<file path="config.mk">
export PLATFORM = sky130hd
export DESIGN_NAME = instr_dispatch
export DESIGN_NICKNAME = d
export VERILOG_FILES = /design/src/rtl/instr_dispatch.sv
export SDC_FILE = /design/constraint.sdc
export NUM_CORES = 1
export LEC_CHECK = 0
export BUFFER_PORTS_ARGS = -buffer_cell sky130_fd_sc_hd__buf_2
export CAP_MARGIN = 10
export CORE_MARGIN = 2
export CORE_UTILIZATION = 35
export DETAILED_ROUTE_END_ITERATION = 6
export PLACE_DENSITY_LB_ADDON = 0.12
export SLEW_MARGIN = 20
export SYNTH_ARGS = -nofsm -noshare
export SYNTH_HDL_FRONTEND = slang
export SYNTH_SLANG_ARGS = --single-unit
</file>
<file path="constraint.sdc">
create_clock -name clk -period 2.4 [get_ports clk]
set_clock_uncertainty 0.2 [all_clocks]
set_input_delay 0.24 -clock clk [delete_from_list [all_inputs] [get_ports clk]]
set_output_delay 0.24 -clock clk [all_outputs]
set_load 0.05 [all_outputs]
</file>
<file path="src/rtl/instr_dispatch.sv">
// Instruction dispatch FSM: fetches an opcode, starts the matching operation FSM
// and supervises its Done handshake with a saturating timeout counter.
module instr_dispatch #(
    parameter int TIMEOUT = 32
) (
    input  logic       clk,
    input  logic       reset,
    input  logic       run,
    input  logic [7:0] instr,
    output logic       IR_Load,
    output logic       PC_Increment,
    output logic       imm_start,
    output logic       reg_start,
    output logic       mem_start,
    output logic       jmp_start,
    input  logic       imm_done,
    input  logic       reg_done,
    input  logic       mem_done,
    input  logic       jmp_done,
    output logic       busy,
    output logic [2:0] cur_op,
    output logic       halted,
    output logic       fault
);

    typedef enum logic [2:0] {
        S_IDLE, S_FETCH, S_DECODE, S_START, S_WAIT, S_NEXT, S_HALT, S_FAULT
    } state_t;

    localparam logic [2:0] OP_NOP  = 3'b000;
    localparam logic [2:0] OP_IMM  = 3'b001;
    localparam logic [2:0] OP_REG  = 3'b010;
    localparam logic [2:0] OP_MEM  = 3'b011;
    localparam logic [2:0] OP_JMP  = 3'b100;
    localparam logic [2:0] OP_HALT = 3'b111;
    localparam logic [7:0] WAIT_LAST = 8'(TIMEOUT - 1);

    state_t     state, state_nxt;
    logic [7:0] wait_cnt;
    logic [3:0] done_vec, sel_mask;
    logic       sel_done, other_done;
    logic       unused_instr;

    assign unused_instr = ^instr[4:0];

    // Line order everywhere is {imm, reg, mem, jmp}.
    assign done_vec = {imm_done, reg_done, mem_done, jmp_done};

    always_comb begin
        sel_mask = 4'b0000;
        case (cur_op)
            OP_IMM:  sel_mask = 4'b1000;
            OP_REG:  sel_mask = 4'b0100;
            OP_MEM:  sel_mask = 4'b0010;
            OP_JMP:  sel_mask = 4'b0001;
            default: sel_mask = 4'b0000;
        endcase
    end

    assign sel_done   = |(done_vec & sel_mask);
    assign other_done = |(done_vec & ~sel_mask);

    always_ff @(posedge clk or negedge reset) begin
        if (!reset) begin
            state    <= S_IDLE;
            cur_op   <= 3'b000;
            wait_cnt <= 8'd0;
        end else begin
            state <= state_nxt;
            if (state == S_DECODE)
                cur_op <= instr[7:5];
            if (state == S_START)
                wait_cnt <= 8'd0;
            else if (state == S_WAIT && wait_cnt != 8'hFF)
                wait_cnt <= wait_cnt + 8'd1;
        end
    end

    // Outputs depend only on state and cur_op, so no input reaches an output.
    always_comb begin
        state_nxt    = state;
        IR_Load      = 1'b0;
        PC_Increment = 1'b0;
        imm_start    = 1'b0;
        reg_start    = 1'b0;
        mem_start    = 1'b0;
        jmp_start    = 1'b0;
        busy         = 1'b0;
        halted       = 1'b0;
        fault        = 1'b0;
        case (state)
            S_IDLE: begin
                if (run)
                    state_nxt = S_FETCH;
            end
            S_FETCH: begin
                busy      = 1'b1;
                IR_Load   = 1'b1;
                state_nxt = S_DECODE;
            end
            S_DECODE: begin
                busy = 1'b1;
                case (instr[7:5])
                    OP_NOP:        state_nxt = S_NEXT;
                    OP_HALT:       state_nxt = S_HALT;
                    3'b101, 3'b110: state_nxt = S_FAULT;
                    default:       state_nxt = S_START;
                endcase
            end
            S_START: begin
                busy = 1'b1;
                {imm_start, reg_start, mem_start, jmp_start} = sel_mask;
                state_nxt = S_WAIT;
            end
            S_WAIT: begin
                busy = 1'b1;
                // A stray done beats a simultaneous valid one; completion beats timeout.
                if (other_done)
                    state_nxt = S_FAULT;
                else if (sel_done)
                    state_nxt = run ? S_FETCH : S_IDLE;
                else if (wait_cnt == WAIT_LAST)
                    state_nxt = S_FAULT;
            end
            S_NEXT: begin
                busy         = 1'b1;
                PC_Increment = 1'b1;
                state_nxt    = run ? S_FETCH : S_IDLE;
            end
            S_HALT:  halted = 1'b1;
            S_FAULT: fault  = 1'b1;
            default: state_nxt = S_IDLE;
        endcase
    end

endmodule

</file>
Word level (Yosys, flattened, before mapping)
Cells that the tools add are included.
{"block": "word_totals", "reg_bits": 14, "inputBits": 15, "output_inout_bits": 12, "elab_cells": 54}
{"block": "classes", "addsub": 1, "eq_ne": 18, "muxes": 19, "n_bitwise": 3, "reduce_logical": 10}
{"cell": "$eq A3 B3 Y1 const B", "n": 8}
{"cell": "$pmux W3 S6", "n": 1}
{"cell": "$mux W8", "n": 2}
{"cell": "$pmux W4 S4", "n": 1}
{"cell": "$eq A3 B2 Y1 const B", "n": 4}
{"cell": "$mux W3", "n": 4}
{"cell": "$mux W1", "n": 10}
{"cell": "$pmux W3 S3", "n": 1}
{"cell": "$add A8 B1 Y8 const B", "n": 1}
{"cell": "$and A4 B4 Y4", "n": 2}
{"cell": "$eq A8 B5 Y1 const B", "n": 1}
{"cell": "$ne A8 B8 Y1 const B", "n": 1}
{"cell": "$reduce_or A4 Y1", "n": 2}
{"cell": "$eq A3 B1 Y1 const B", "n": 2}
{"cell": "$logic_not A3 Y1", "n": 2}
{"cell": "$reduce_bool A6 Y1", "n": 1}
{"cell": "$reduce_or A5 Y1", "n": 1}
{"cell": "$ne A4 B3 Y1 const B", "n": 1}
{"cell": "$not A4 Y4", "n": 1}
{"cell": "$reduce_and A3 Y1", "n": 1}
{"cell": "$ne A2 B2 Y1 const B", "n": 1}
{"cell": "$reduce_bool A2 Y1", "n": 1}
{"cell": "$reduce_or A2 Y1", "n": 1}
{"cell": "$logic_and A1 B1 Y1", "n": 1}

Longest topological paths before layout
Gate-level depths: netlist of the first run.
{"block": "logic_depth", "ltp_word": 7, "mapped_depth": 6, "depth_no_buf": 6}

Worst setup path before layout of the first run
No wires, ideal clock.
{"block": "synth_timing", "kind": "reg-to-output", "startpoint": "reg state[1]", "endpoint": "out reg_start", "t_arrival_ns": 2.106, "required_time_ns": 1.960, "setup_slack_ns": -0.146, "stages_incl_launch_ff": 7, "path_buffers": 2, "cell_sequence": "dfrtp_1 -> buf_2 -> inv_1 -> nor3_1 -> buf_2 -> nand2_1 -> nor3_1"}
{"block": "synth_between", "elab_chain_cells": 2}
{"item": "from (decl)", "line_no": "38", "source": "state_t state, state_nxt;"}
{"item": "from (signal assigned)", "line_no": "69", "source": "state <= state_nxt;"}
{"item": "$eq A3 B2 Y1", "line_no": "91", "source": "case (state)"}
{"item": "$mux W1", "line_no": "91"}
{"item": "to (decl)", "line_no": "13", "source": "output logic reg_start,"}
No other way between the ends.

Worst setup path in the final report of the first run
Ends and elaborated chain as after synthesis.

==> results of run 1 <==
[logic make-up after synthesis]
group	synth area share [%]
AO/OA/AOI/OAI	17.3
AND/OR/NAND/NOR	26.5
flip-flops	38.7
multiplexers	7.60
buffers and inverters	3.73
XOR/XNOR	4.84
adder cells (fa/ha/maj)	1.38
[final timing paths]
| path | start | end | slack (ns) | cells after the start |
|---|---|---|---|---|
| max reg2reg | cur_op[1] | state[1] | 0.46 | 5 |
| max in group asynchronous | reset | cur_op[1] | 1.56 | 2 |
| min | instr[6] | cur_op[1] | 0.04 | 2 |
| min reg2reg | wait_cnt[2] | wait_cnt[2] | 0.36 | 1 |
| max | state[1] | reg_start | 0.20 | 5 |
| min in group asynchronous | reset | wait_cnt[3] | 0.19 | 2 |
[flip-flops by register name, indices dropped and copies added, names as in the netlist]
register and count:
cur_op 3, state 3, wait_cnt 8
[per-stage QoR]
| stage | std cells | hold WS [ns] | area [sq um] |
|---|---|---|---|
| 6_report | 150 | 0.0371 | 1090 |
| 5_1_grt | 150 | 0.0497 | 1090 |
| 4_1_cts | 150 | 0.0257 | 1090 |
| 3_5_place_dp | 145 | -0.0331 | 1040 |
| 3_3_place_gp | 145 | -0.0372 | 1040 |
| 2_1_floorplan | 97 | -0.256 | 916 |
[area by class of cell]
class                   instances  area [sq um]  area share, %
clock buffers                   4          36.3           3.33
flip-flops and latches         14           350           32.1
well taps                      30          37.5           3.44
repair buffers                 23           123           11.2
multi-input cells              77           537           49.2
inverters                       2          7.51          0.688
[cells in the mapped netlist (2+ instances only)]
library cell / n
inv_1: 2
a21oi_1: 5
xnor2_1: 2
dfrtp_1: 14
xor2_1: 3
o21a_1: 4
nor3_1: 5
mux2i_1: 2
nand2_1: 5
buf_2: 3
nor4b_1: 2
nor2_1: 13
nand2b_1: 2
nand4_1: 4
mux2_2: 3
nor3b_1: 2
o21ai_0: 3
and3_1: 3
or3_1: 2
[power by group through the flow]
stage               combinational, uW  clock, uW  sequential [uW]
finish                            694        170              434
floorplan                         534          0              468
detailed placement                698          0              436
global placement                  694          0              438
global route                      751        187              454
CTS                               701        178              433
[metal layers]
layer | GRT usage, % | vias to the layer above
met5 | 0 | -
met4 | 6.25 | 0
met3 | 2.46 | 2
met2 | 24.0 | 9
met1 | 18.4 | 380
li1 | - | 409
[what timing repair did]
item / CTS / global route
hold endpoints to repair: 14 / 0
endpoints found under the setup margin: 0 / 3
buffers inserted: 0 / 0
resized for setup: 0 / 1
hold buffers: 1 / 0
==> flow_metrics.tcl, run 1 <==
set metrics [dict create \
    layout_min_cycle_time_ns 2.20 \
    grt_pass1_wl_microns 3070 \
    synth_area_sq_um 906 \
    synthArstFlopShare_pct 100 \
    p_leak_uw 0.000494 \
    portBuffers 21 \
    syn_avg_cell_area_sq_um 9.34 \
    netlist_top_cells_area "dfrtp_1, nor2_1, mux2_2" \
    cp_num_buf_inv 2 \
    ios 27 \
    switching_power_uw 659 \
    fillers 250 \
    synth_largest_area_cell "dfrtp_1" \
    core_sq_mm 0.00245 \
    die_h_microns 54.9 \
    hold_class "in2reg" \
    wl_per_cell_microns 12.5 \
    final_cell_mix "buf_2, dfrtp_1, nor2_1" \
    synth.yosys.seq_area_share_pct 38.7 \
    p_seq_share_pct 33.5 \
    vdd_drop_max_mv 0.727 \
    cts.sinks 14 \
    final_common_cell "buf_2" \
    track_usage_pct 14.5 \
    drt_pass1_iterations 3 \
    grt_pass1_vias 720 \
    min_period_over_period_pct 91.7 \
    endpoint_kind "primary output" \
    routed_via_density 5.33 \
    ctsHtreeMaxLevel 1 \
    cap_violations 0 \
    crit_chain "inv_1 > nor3_2 > nand2_1 > nor3_2 > buf_2" \
    grt_max_degree 15 \
    maxClockFrequency_mhz 454 \
    critical-path-max-stage-delay_ns 0.53 \
    synth_edf_count 0 \
    slowest_stage "dfrtp_1" \
    synth-main-ff-cell "dfrtp_1" \
    required_ns 1.96 \
    drive_above_1_share_pct 29.2 \
    p_clk_share_pct 13.1 \
    preCtsSetupSlack_ns 0.330 \
    top_layer "met4" \
    crit_fanout 9 \
    ys_types 37 \
    ant_nets 0 \
    fin_ws_ns 0.198 \
    routed_wl_microns 1870 \
    vias 800 \
    crit_type "reg2out" \
    insertion_delay_ns 0.27 \
    arrival_ns 1.76 \
    cts_made_buffers 3 \
    setup_viol 0 \
    route.met3.wl_microns 60 \
    gr-total-overflow 0 \
    syn-num-nets 113 \
    globalplace.congestion 0.720 \
    p_per_area_mw_per_mm2 1190 \
    setup_tns_ns 0 \
    drt_iter0_markers 11 \
    dieArea_sq_mm 0.00301 \
    core.rowCount 18 \
    rsz0062_at_grt "no" \
    synthDominantCellAreaShare_pct 38.7 \
    yosys_register_bits 14 \
    utilization_pct 44.4 \
    hold_viol_final 0 \
    nNetsFinal 137 \
    syn_inst 97 \
    swShare_pct 50.7 \
    antenna-diode-count 0 \
    clkTransAtPathRegs_ns 0.09 \
    cts-root-buf "clkbuf_4" \
    wl_met1_microns 851 \
    start_util_pct 36.9 \
    cts.path.max_buffers 2 \
    die_w_microns 54.9 \
    cts_tree "built" \
    worst_slew_pin_slew_ns 0.401 \
    drv_slew 0 \
    area_growth_pct 20.4 \
    met2_length_microns 947 \
    power.internal_uw 639 \
    dp_hpwl_microns 1460 \
    yosys_warnings 0 \
    startpoint_type "register" \
    grt_antenna_before_repair 0 \
    p_comb_share_pct 53.4 \
    critPathTopFamily "flip-flops" \
    crit_top_cell "nor3_2" \
    outcome "finished clean" \
    drc 0 \
    power_uw 1300 \
    relSlewSlack_pct 73.0 \
]
No activity file was read; power rests on OpenSTA's default activity.
==> inputs of run 2 (changes only) <==
--- a/config.mk
+++ b/config.mk
@@ -10,8 +10,9 @@
 export CORE_MARGIN = 2
 export CORE_UTILIZATION = 35
 export DETAILED_ROUTE_END_ITERATION = 6
+export HOLD_SLACK_MARGIN = 0.12
 export PLACE_DENSITY_LB_ADDON = 0.12
-export SLEW_MARGIN = 20
+export SLEW_MARGIN = 0
 export SYNTH_ARGS = -nofsm -noshare
 export SYNTH_HDL_FRONTEND = slang
 export SYNTH_SLANG_ARGS = --single-unit
==> flow_metrics.tcl, run 2 (same netlist as run 1, synthesis figures left out) <==
set metrics [dict create \
    crit_type "reg2out" \
    p_clk_share_pct 13.0 \
    layout_min_cycle_time_ns 2.20 \
    seqCellArea_sq_um 350 \
    post-cts-setup-buffer-count 0 \
    cts_tree "built" \
    antenna-diode-count 0 \
    die_h_microns 54.9 \
    stdcell_count 153 \
    p_leak_uw 0.000507 \
    final_common_cell "buf_2" \
    p_comb_share_pct 53.6 \
    wl_per_cell_microns 12.4 \
    cap_violations 0 \
    core_sq_mm 0.00245 \
    setup_tns_ns 0 \
    maxClockFrequency_mhz 455 \
    final_cell_mix "buf_2, dfrtp_1, nor2_1" \
    portBuffers 21 \
    final_area_sq_mm 0.00112 \
    drv_slew 0 \
    relSlewSlack_pct 73.0 \
    regMostFlops "wait_cnt" \
    cts-root-buf "clkbuf_4" \
    arrival_ns 1.76 \
    switching_power_uw 657 \
    ant_nets 0 \
    dp_cells 145 \
    fillers 247 \
    start_util_pct 36.9 \
    startpoint_type "register" \
    worst_slew_pin_slew_ns 0.401 \
    insertion_delay_ns 0.27 \
    endpoint_kind "primary output" \
    area_growth_pct 23.8 \
    swShare_pct 50.6 \
    p_seq_share_pct 33.4 \
    p_per_area_mw_per_mm2 1160 \
    ctsHtreeMaxLevel 1 \
    setup_viol 0 \
    dp_hpwl_microns 1460 \
    track_usage_pct 14.7 \
    hold_class "in2async" \
    required_ns 1.96 \
    vias 823 \
    dpl-instance-area_sq_mm 0.00104 \
    dieArea_sq_mm 0.00301 \
    drt_iter0_markers 9 \
    grt_antenna_before_repair 0 \
    drive_above_1_share_pct 28.5 \
    largest_reg_flops 8 \
    vdd_drop_max_mv 0.726 \
    min_period_over_period_pct 91.6 \
    globalplace.congestion 0.720 \
    power.internal_uw 642 \
    cts_made_buffers 3 \
    clkTransAtPathRegs_ns 0.09 \
    routed_wl_microns 1900 \
    grt_max_degree 15 \
    drt_pass1_iterations 2 \
    grt_pass1_wl_microns 3120 \
    routed_via_density 5.38 \
    outcome "finished clean" \
    multiInputGateArea_sq_um 537 \
    crit_fanout 9 \
    ios 27 \
    die_w_microns 54.9 \
    nNetsFinal 140 \
    hold_viol_final 0 \
    cts.sinks 14 \
    whs_ns 0.195 \
    cts.path.max_buffers 2 \
    gr-total-overflow 0 \
    core.rowCount 18 \
    drc 0 \
    grt_pass1_vias 741 \
    rsz0062_at_grt "no" \
    largestRegisters "wait_cnt: 8 flops, cur_op: 3 flops, state: 3 flops" \
]
## run 2: changes by cell type in the layout (fill, tap and decap cells not counted), sizes merged
cell,change
dlygate4sd3,+3
## run 2: per-layer routing
metal  up-vias  wire, microns  part of all wire [%]  track usage [%]
li1        420              -                     -                -
met1       392            829                    44             18.2
met2         9           1000                    53             25.0
met3         2             56                   2.9             2.46
met4         0             12                  0.63             6.25
met5         -              0                     0                0
## run 2: critical path: stages (launching register included)
cell and delay [ns]:
dfrtp_1 0.53, inv_1 0.14, nor3_2 0.29, nand2_1 0.12, nor3_2 0.12, buf_2 0.28
## run 2: worst paths after layout
path	from	to	slack (ns)	depth (start not counted)
worst min-delay path	reset	wait_cnt[5]	0.20	2
worst max register to register	cur_op[1]	state[1]	0.46	5
min in group clk	run	state[0]	0.26	4
worst min register to register	wait_cnt[2]	wait_cnt[2]	0.36	1
worst max-delay path	state[1]	reg_start	0.20	5
max in group asynchronous	reset	cur_op[1]	1.55	2
## run 2: power by group through the flow
| stage | Clock (uW) | Combinational (uW) | Sequential [uW] |
|---|---|---|---|
| floorplan | 0 | 534 | 468 |
| global placement | 0 | 694 | 438 |
| detailed placement | 0 | 698 | 436 |
| CTS | 178 | 705 | 433 |
| global route | 187 | 755 | 454 |
| finish | 169 | 697 | 434 |
## run 2: layout make-up
class | instances | area share [%]
repair buffers | 26 | 13.6
multi-input cells | 77 | 47.9
well taps | 30 | 3.35
clock buffers | 4 | 3.24
inverters | 2 | 0.670
flip-flops and latches | 14 | 31.2
## run 2: metrics by stage
stage	util (%)	worst slack (ns)	total power (uW)
floorplan	-	0.196	1000
global placement	42.4	0.392	1130
detailed placement	42.4	0.330	1130
CTS	45.5	0.0250	1320
global route	45.7	0.0763	1400
finish	45.7	0.203	1300
## run 2: timing repair
action | CTS | global route
hold buffers | 4 | 0
endpoints found under the hold margin | 17 | 0
setup endpoints to repair | 0 | 3
resized for setup | 0 | 1
==> inputs of run 3 (changes only) <==
--- a/config.mk
+++ b/config.mk
@@ -8,11 +8,11 @@
 export BUFFER_PORTS_ARGS = -buffer_cell sky130_fd_sc_hd__buf_2
 export CAP_MARGIN = 10
 export CORE_MARGIN = 2
-export CORE_UTILIZATION = 35
+export CORE_UTILIZATION = 45
 export DETAILED_ROUTE_END_ITERATION = 6
 export HOLD_SLACK_MARGIN = 0.12
 export PLACE_DENSITY_LB_ADDON = 0.12
-export SLEW_MARGIN = 0
+export SLEW_MARGIN = 20
 export SYNTH_ARGS = -nofsm -noshare
 export SYNTH_HDL_FRONTEND = slang
 export SYNTH_SLANG_ARGS = --single-unit
==> constraint.sdc (replaced) <==
create_clock -name clk -period 2.1 [get_ports clk]
set_clock_uncertainty 0.2 [all_clocks]
set_input_delay 0.21 -clock clk [delete_from_list [all_inputs] [get_ports clk]]
set_output_delay 0.21 -clock clk [all_outputs]
set_load 0.05 [all_outputs]
==> flow_metrics.tcl, run 3 (same netlist as run 1, synthesis figures left out) <==
set metrics [dict create \
    outcome "finished clean" \
    startpoint_type "register" \
    preCtsSetupSlack_ns 0.212 \
    maxClockFrequency_mhz 510 \
    ios 27 \
    die_w_microns 48.9 \
    hold_viol_final 0 \
    cts_made_buffers 3 \
    drv_slew 0 \
    p_per_area_mw_per_mm2 1350 \
    relSlewSlack_pct 75.2 \
    cap_violations 0 \
    setup_tns_ns 0 \
    whs_ns 0.146 \
    endpoint_kind "primary output" \
    critical-path-max-stage-delay_ns 0.51 \
    drive_above_1_share_pct 32.8 \
    worst_slew_pin_slew_ns 0.369 \
    cts.path.max_buffers 2 \
    start_util_pct 47.1 \
    drc 0 \
    crit_fanout 10 \
    fin_ws_ns 0.140 \
    crit_chain "nor3_4 > nand2_1 > nor3_2 > buf_2" \
    setup_viol 0 \
    core_sq_mm 0.00192 \
    dieArea_sq_mm 0.00239 \
    vdd_drop_max_mv 1.00 \
    cts_tree "built" \
    ctsHtreeMaxLevel 1 \
    rsz0062_at_grt "no" \
    min_period_over_period_pct 93.3 \
    final_cell_mix "buf_2, dfrtp_1, nor2_1" \
    nNetsFinal 142 \
    layout_min_cycle_time_ns 1.96 \
    largest_reg_flops 8 \
    ant_nets 0 \
    crit_type "reg2out" \
    grt_pass1_wl_microns 3470 \
    ff2ff_path_depth 5 \
    grt_max_degree 15 \
    r2r-end "state[1]" \
    cts.sinks 14 \
    grt_pass1_vias 815 \
    fillers 182 \
    regMostFlops "wait_cnt" \
    core.rowCount 16 \
    rrSetupSlack_ns 0.18 \
    antenna-diode-count 0 \
    slowest_stage "dfrtp_1" \
    dp_hpwl_microns 1370 \
    drt_pass1_iterations 4 \
    hold_class "in2async" \
    final_common_cell "buf_2" \
    track_usage_pct 18.7 \
    utilization_pct 60.0 \
    required_ns 1.69 \
    die_h_microns 48.9 \
    cts-root-buf "clkbuf_4" \
    gr-total-overflow 0 \
    p_leak_uw 0.000518 \
    insertion_delay_ns 0.29 \
    vias 817 \
    largestRegisters "wait_cnt: 8 flops, cur_op: 3 flops, state: 3 flops" \
    clkTransAtPathRegs_ns 0.09 \
    portBuffers 21 \
    routed_via_density 5.38 \
    routed_wl_microns 1940 \
    arrival_ns 1.55 \
    rr_startpoint "cur_op[0]" \
    final_area_sq_mm 0.00115 \
    dpl-instance-area_sq_mm 0.00106 \
    area_growth_pct 27.3 \
    wl_per_cell_microns 12.8 \
    globalplace.congestion 0.861 \
    drt_iter0_markers 14 \
    grt_antenna_before_repair 0 \
]
run 3: cell count changes in the layout (fill, tap and decap cells not counted), sizes merged:
cell / change
buf: +2
run 3: layout make-up:
class | count | area, sq um | area share, %
well taps | 27 | 33.8 | 2.93
flip-flops and latches | 14 | 352 | 30.5
clock buffers | 4 | 36.3 | 3.15
multi-input cells | 77 | 557 | 48.3
repair buffers | 28 | 168 | 14.5
inverters | 2 | 7.51 | 0.651
run 3: layer usage:
layer  vias up  part of all wire (%)  track usage, %
li1        414                     -               -
met3         7                   5.2            3.07
met4         0                   3.2            12.4
met2        25                    42            28.5
met1       371                    49            24.5
met5         -                     0               0
run 3: worst max-delay path by stage:
stage / startpoint / end / slack (ns) / cells after the start
final: state[2] / reg_start / 0.14 / 4
after global routing: state[2] / reg_start / 0.01 / 4
after CTS: state[2] / reg_start / 0.07 / 4
after detailed placement: cur_op[0] / state[1] / 0.21 / 5
after global placement: cur_op[0] / state[1] / 0.20 / 5
after floorplan: state[1] / reg_start / -0.005 / 6
run 3: what timing repair did:
action                     4_1_cts  5_1_grt
gates resized for setup          1        2
setup endpoints to repair        3        2
hold buffers                     4        0
hold endpoints to repair        17        0
setup buffers                    0        0
run 3: per-stage QoR:
stage,cells,power [uW]
global placement,144,1330
floorplan,97,1160
finish,152,1550
global route,152,1660
detailed placement,144,1330
CTS,152,1550
run 3: critical path, delay by kind of cell (launching register included):
kind,cells,cell delay [ns]
flops,1,0.51
simple gates,3,0.47
buf+inv,1,0.28
run 3: power breakdown:
part           leakage (uW)  total [uW]  internal [uW]  switching, uW
logic              0.000321         882            313            570
registers          0.000176         473            348            125
clock network     0.0000210         199            106           93.3
total              0.000518        1550            767            788
